## config.mk

```make
export PLATFORM = sky130hd
export DESIGN_NAME = rsa_key_gen
export DESIGN_NICKNAME = d
export VERILOG_FILES = /design/src/rtl/rsa_key_gen.sv
export SDC_FILE = /design/constraint.sdc
export NUM_CORES = 2
export LEC_CHECK = 0
export CORE_UTILIZATION = 55
export DETAILED_ROUTE_END_ITERATION = 8
export PLACE_DENSITY = 0.75
export RECOVER_POWER = 50
export SYNTH_ARGS = -nofsm -noshare
export SYNTH_HDL_FRONTEND = slang
export SYNTH_SLANG_ARGS = --single-unit
```

## constraint.sdc

```tcl
create_clock -name clk -period 10.95 [get_ports clk]
set_input_delay 1.6425 -clock clk [delete_from_list [all_inputs] [get_ports clk]]
set_output_delay 1.6425 -clock clk [all_outputs]
set_load 0.1 [all_outputs]
```

## src/rtl/rsa_key_gen.sv

```systemverilog
// RSA key generation: n, phi and d = e^-1 mod phi by iterative extended Euclid.
// Optional (e*d) mod phi self-check enabled by RSA_KEYGEN_SELFCHECK_EN.
module rsa_key_gen #(
    parameter int W = 12
) (
    input  logic           clk,
    input  logic           rst,
    input  logic           enable,
    input  logic [W-1:0]   p,
    input  logic [W-1:0]   q,
    input  logic [W-1:0]   e,
    output logic           busy,
    output logic           finished,
    output logic           key_ok,
    output logic [2*W-1:0] n,
    output logic [2*W-1:0] phi,
    output logic [2*W-1:0] d,
    output logic           check_err
);

    localparam int DW = 2 * W;
`ifdef RSA_KEYGEN_SELFCHECK_EN
    localparam int QW = 4 * W;
`else
    localparam int QW = DW;
`endif

    typedef enum logic [2:0] {
        S_IDLE,
        S_LOAD,
        S_DIV,
        S_UPDATE,
        S_FINAL,
`ifdef RSA_KEYGEN_SELFCHECK_EN
        S_CHECK,
`endif
        S_DONE
    } state_t;

    state_t             r_state;
    logic [W-1:0]       r_p, r_q, r_e;
    logic [DW-1:0]      r_n, r_phi;
    logic [DW-1:0]      r_r0, r_r1;
    logic signed [DW:0] r_t0, r_t1;
    logic [QW-1:0]      r_quo;
    logic [DW-1:0]      r_rem;
    logic [5:0]         r_cnt;
    logic               r_busy, r_finished, r_key_ok;
    logic [DW-1:0]      r_out_n, r_out_phi, r_out_d;

    logic [W-1:0]       w_pm1, w_qm1;
    logic [DW-1:0]      w_n, w_phi, w_d;
    logic               w_legal, w_r0_one;
    logic [DW:0]        w_sh, w_diff;
    logic               w_ge;
    logic signed [DW:0] w_prod, w_t1n;
    logic               w_fin, w_fin_ok;
    logic [DW-1:0]      w_fin_d, w_fin_n, w_fin_phi;

    assign w_pm1    = r_p - W'(1);
    assign w_qm1    = r_q - W'(1);
    assign w_n      = DW'(r_p) * DW'(r_q);
    assign w_phi    = DW'(w_pm1) * DW'(w_qm1);
    assign w_legal  = (r_p >= W'(2)) && (r_q >= W'(2)) &&
                      (r_e > W'(1)) && (DW'(r_e) < w_phi);
    assign w_r0_one = (r_r0 == DW'(1));

    // One restoring-divider step; divisor is always r_r1.
    assign w_sh   = {r_rem, r_quo[QW-1]};
    assign w_diff = w_sh - {1'b0, r_r1};
    assign w_ge   = ~w_diff[DW];

    // t arithmetic wraps mod 2^(DW+1); the true results always fit.
    assign w_prod = $signed({1'b0, r_quo[DW-1:0]}) * r_t1;
    assign w_t1n  = r_t0 - w_prod;
    assign w_d    = r_t0[DW] ? (r_t0[DW-1:0] + r_phi) : r_t0[DW-1:0];

`ifdef RSA_KEYGEN_SELFCHECK_EN
    logic           r_check_err;
    logic [DW-1:0]  r_d;
    logic [QW-1:0]  w_ed;
    logic           w_fin_err;
    assign w_ed      = QW'(r_e) * QW'(w_d);
    assign check_err = r_check_err;
`else
    assign check_err = 1'b0;
`endif

    always_comb begin
        w_fin     = 1'b0;
        w_fin_ok  = 1'b0;
        w_fin_d   = '0;
        w_fin_n   = r_n;
        w_fin_phi = r_phi;
`ifdef RSA_KEYGEN_SELFCHECK_EN
        w_fin_err = 1'b0;
`endif
        if (r_state == S_LOAD && !w_legal) begin
            w_fin     = 1'b1;
            w_fin_n   = w_n;
            w_fin_phi = w_phi;
`ifdef RSA_KEYGEN_SELFCHECK_EN
        end else if (r_state == S_FINAL && !w_r0_one) begin
            w_fin = 1'b1;
        end else if (r_state == S_CHECK && r_cnt == 6'(QW)) begin
            w_fin     = 1'b1;
            w_fin_ok  = (r_rem == DW'(1));
            w_fin_d   = w_fin_ok ? r_d : '0;
            w_fin_err = !w_fin_ok;
`else
        end else if (r_state == S_FINAL) begin
            w_fin    = 1'b1;
            w_fin_ok = w_r0_one;
            w_fin_d  = w_r0_one ? w_d : '0;
`endif
        end
    end

    always_ff @(posedge clk) begin
        if (rst) begin
            r_state    <= S_IDLE;
            r_p        <= '0;
            r_q        <= '0;
            r_e        <= '0;
            r_n        <= '0;
            r_phi      <= '0;
            r_r0       <= '0;
            r_r1       <= '0;
            r_t0       <= '0;
            r_t1       <= '0;
            r_quo      <= '0;
            r_rem      <= '0;
            r_cnt      <= '0;
            r_busy     <= 1'b0;
            r_finished <= 1'b0;
            r_key_ok   <= 1'b0;
            r_out_n    <= '0;
            r_out_phi  <= '0;
            r_out_d    <= '0;
`ifdef RSA_KEYGEN_SELFCHECK_EN
            r_check_err <= 1'b0;
            r_d         <= '0;
`endif
        end else begin
            r_finished <= 1'b0;
            unique case (r_state)
                S_IDLE: begin
                    if (enable) begin
                        r_p     <= p;
                        r_q     <= q;
                        r_e     <= e;
                        r_busy  <= 1'b1;
                        r_state <= S_LOAD;
                    end
                end
                S_LOAD: begin
                    r_n   <= w_n;
                    r_phi <= w_phi;
                    if (w_legal) begin
                        r_r0    <= w_phi;
                        r_r1    <= DW'(r_e);
                        r_t0    <= '0;
                        r_t1    <= (DW+1)'(1);
                        r_quo   <= QW'(w_phi) << (QW - DW);
                        r_rem   <= '0;
                        r_cnt   <= '0;
                        r_state <= S_DIV;
                    end
                end
                S_DIV: begin
                    r_rem <= w_ge ? w_diff[DW-1:0] : w_sh[DW-1:0];
                    r_quo <= {r_quo[QW-2:0], w_ge};
                    r_cnt <= r_cnt + 6'd1;
                    if (r_cnt == 6'(DW - 1))
                        r_state <= S_UPDATE;
                end
                S_UPDATE: begin
                    r_r0    <= r_r1;
                    r_r1    <= r_rem;
                    r_t0    <= r_t1;
                    r_t1    <= w_t1n;
                    r_quo   <= QW'(r_r1) << (QW - DW);
                    r_rem   <= '0;
                    r_cnt   <= '0;
                    r_state <= (r_rem != '0) ? S_DIV : S_FINAL;
                end
                S_FINAL: begin
`ifdef RSA_KEYGEN_SELFCHECK_EN
                    if (w_r0_one) begin
                        r_d     <= w_d;
                        r_quo   <= w_ed;
                        r_r1    <= r_phi;
                        r_rem   <= '0;
                        r_cnt   <= '0;
                        r_state <= S_CHECK;
                    end
`endif
                end
`ifdef RSA_KEYGEN_SELFCHECK_EN
                S_CHECK: begin
                    if (r_cnt != 6'(QW)) begin
                        r_rem <= w_ge ? w_diff[DW-1:0] : w_sh[DW-1:0];
                        r_quo <= {r_quo[QW-2:0], w_ge};
                        r_cnt <= r_cnt + 6'd1;
                    end
                end
`endif
                S_DONE: r_state <= S_IDLE;
                default: r_state <= S_IDLE;
            endcase
            if (w_fin) begin
                r_out_n    <= w_fin_n;
                r_out_phi  <= w_fin_phi;
                r_out_d    <= w_fin_d;
                r_key_ok   <= w_fin_ok;
                r_finished <= 1'b1;
                r_busy     <= 1'b0;
                r_state    <= S_DONE;
`ifdef RSA_KEYGEN_SELFCHECK_EN
                r_check_err <= w_fin_err;
`endif
            end
        end
    end

    assign busy     = r_busy;
    assign finished = r_finished;
    assign key_ok   = r_key_ok;
    assign n        = r_out_n;
    assign phi      = r_out_phi;
    assign d        = r_out_d;

endmodule

```

==> results.cfg <==
[status]
status = complete, but fails checks
violations = max-capacitance violations, max-slew violations

[critical_path]
cp_common_cell = fa_1
cp.arrival_ps = 10450
reg2regPathDepth = 27
critPathKind = reg2reg
worst_path_max_delay_cell = clkbuf_2
critPathRequiredTime_ps = 11240
critPathMaxFanout = 55
reg2reg_to = r_r0[6]
cp_top_family = adder cells
worst_setup_path_start_kind = register
r2r_setup_slack_ps = 790
end_kind = register
crit_buf_inv = 6
crit-reg2reg-launch = r_p[0]
slowest_delay_ps = 990

[logic_synthesis]
ys_seq_area_share_pct = 17.90
synth_area_leaders = fa_1 (26%), dfxtp_1 (18%), ha_1 (10%)
synth_top_area_cell = fa_1
synth_edf_count = 0
synth_area_sq_um = 35120
ys_seq_elements = 314
syn_area_per_cell_sq_um = 8.645
synth-main-ff-cell = dfxtp_1
synth_nets = 4848
synth.distinct_cells = 80
synthArstFlopShare_pct = 0
ys_warn_count = 0
netlist_instances = 4062
synth_top_area_share_pct = 26.17

[worst_hold_path]
min_path_cells = 2
hold_path.class = reg2reg
worstHoldStart = r_n[9]
whs_endpoint = r_n[9]

[clock_tree]
ctsLongestPathBuffers = 3
clkTransAtPathRegs_ps = 60
cts_setup_buffers = 0
ctsResizeCount = 0
holdBufCountCts = 0
cts_tree = yes
htreeDepth = 2
cts_root_buffer = clkbuf_16
cts_made_buffers = 36
cts.sinks = 314
clk_latency_ps = 570

[sta]
max_freq_ghz = 0.09841
finClkSkew_ps = 21.94
fin_crit_ps = 10160
setup_violations = 0
tns_ps = 0
hold_viol_final = 0
grt_setup_unrepaired = no
finalCritPeriodShare_pct = 92.80
slew_violations = 134
relSlewSlack_pct = -199.8
worstMarginPinSlew_ps = 4498

[grt]
grt_max_degree = 109
gr-usage-all-layers_pct = 30.94
grt_overflow = 0
grt_pass1_wl_microns = 157300
grt_pass1_vias = 28630
antenna_found_initial = 5

[route]
firstDrtPassIters = 6
wl_microns = 96760
post-route-drc-count = 0
via_count = 28560
routedWlPerCell_microns = 19.80
via_per_inst = 5.845
drtAntennaViolNets = 0
drtIter0Drc = 2248

[die]
die_h_microns = 254.7
core_sq_um = 63080
dieWidth_microns = 254.7
die_area_sq_um = 64860
initial_core_util_pct = 55.67
row_count = 92
io_pins = 115

[place]
dp_cells = 4820
port_buffers = 113
dp_hpwl_microns = 73270
gp_congestion = 0.9333

[cells_and_area]
finalNonFillerCells = 4887
drive_gt1_share_pct = 3.490
layout.nets = 4798
syn_to_final_growth_pct = 7.782
fillCellCount = 5603
fin_util_pct = 60.00

[flow_run]
drv_cap = 2
-- metal layers --
| metal | vias up | track usage, % | part of all wire [%] |
|---|---|---|---|
| met5 | - | 0 | 0.013 |
| met4 | 2 | 11.15 | 3.8 |
| met3 | 188 | 5.307 | 8.7 |
| met2 | 1131 | 49.25 | 45 |
| met1 | 14100 | 42.31 | 42 |
| li1 | 13150 | - | - |
-- cell usage after synthesis, types with 9 or more instances --
cell / n
nand3_1: 43
a211oi_1: 109
o21ai_0: 102
o31ai_1: 16
a21oi_1: 220
buf_2: 22
or4_1: 10
or2_2: 14
buf_1: 9
a22o_1: 49
nor3_1: 40
xnor2_1: 113
inv_1: 496
nand2b_1: 34
or3_1: 12
nor4_1: 16
o2bb2ai_1: 31
nand2_1: 563
a31oi_1: 13
and2_1: 241
o21a_1: 26
xor2_1: 64
clkbuf_1: 201
mux2i_1: 78
nor2b_1: 47
o21bai_1: 13
nor2_1: 236
o21ai_1: 13
dfxtp_1: 314
fa_1: 459
a21o_1: 30
a311oi_1: 22
ha_1: 288
-- placed cells by master, fill, tap and decap left out, drive strengths merged, types with 78 or more instances in the layout --
| master | n |
|---|---|
| nor2 | 237 |
| ha | 288 |
| dfxtp | 314 |
| nand2 | 564 |
| fa | 459 |
| and2 | 241 |
| a211oi | 110 |
| o21ai | 115 |
| mux2i | 78 |
| inv | 501 |
| xnor2 | 113 |
| a21oi | 224 |
-- cells by family after synthesis --
family / Yosys count / share of synthesized area, %
other: 1 / 0.01068
AO/OA/AOI/OAI: 712 / 13.59
XOR/XNOR: 178 / 4.461
adder cells (fa/ha/maj): 747 / 36.43
buffers and inverters: 737 / 8.041
flip-flops: 314 / 17.90
multiplexers: 85 / 2.448
AND/OR/NAND/NOR: 1288 / 17.12
-- tightest hold or removal path: cells and delay by family, from the launching register on --
kind / cells / cell delay, ps
AO/OA/AOI/OAI: 1 / 50
flip-flops: 1 / 310
AND/OR/NAND/NOR: 1 / 50
-- state kept, by name, summed over array words and instances, names as in the netlist, 12 cells and up --
signal,cells
r_t0,25
r_p,12
r_e,12
r_r1,24
n,24
r_phi,24
phi,24
r_rem,24
r_t1,25
r_q,12
r_r0,24
d,24
r_quo,24
r_n,24
-- how the worst max path moves through the flow --
stage / end / slack (ps) / from / depth (start not counted)
floorplan: d[23] / 3280 / r_q[0] / 34
global placement: d[16] / 1450 / r_p[0] / 29
detailed placement: d[21] / 1140 / r_p[0] / 29
CTS: d[21] / 1070 / r_p[0] / 29
global route: d[21] / 200 / r_p[0] / 29
finish: r_r0[6] / 790 / r_p[0] / 27
-- cell type report --
cell class / count / area, sq um / area share, %
clock buffer: 45 / 974.7 / 2.575
clock inverter: 21 / 262.8 / 0.6942
multi-input combinational: 3011 / 25990 / 68.68
timing repair buffer: 151 / 1401 / 3.702
antenna: 1 / 2.502 / 0.006611
tap: 846 / 1059 / 2.797
sequential: 314 / 6287 / 16.61
inverter: 498 / 1869 / 4.939
-- stage by stage --
stage	cell area (sq um)	setup slack, ps	hold slack [ps]
2_1_floorplan	35120	3278	436.0
3_3_place_gp	36700	1446	443.5
3_5_place_dp	36700	1141	449.1
4_1_cts	37940	1070	457.0
5_1_grt	37850	198.5	477.8
6_report	37850	788.9	457.8
Power is left out: the tool's default activity adds up to more than one toggle a clock period on the data nets, which glitch-free logic cannot reach.
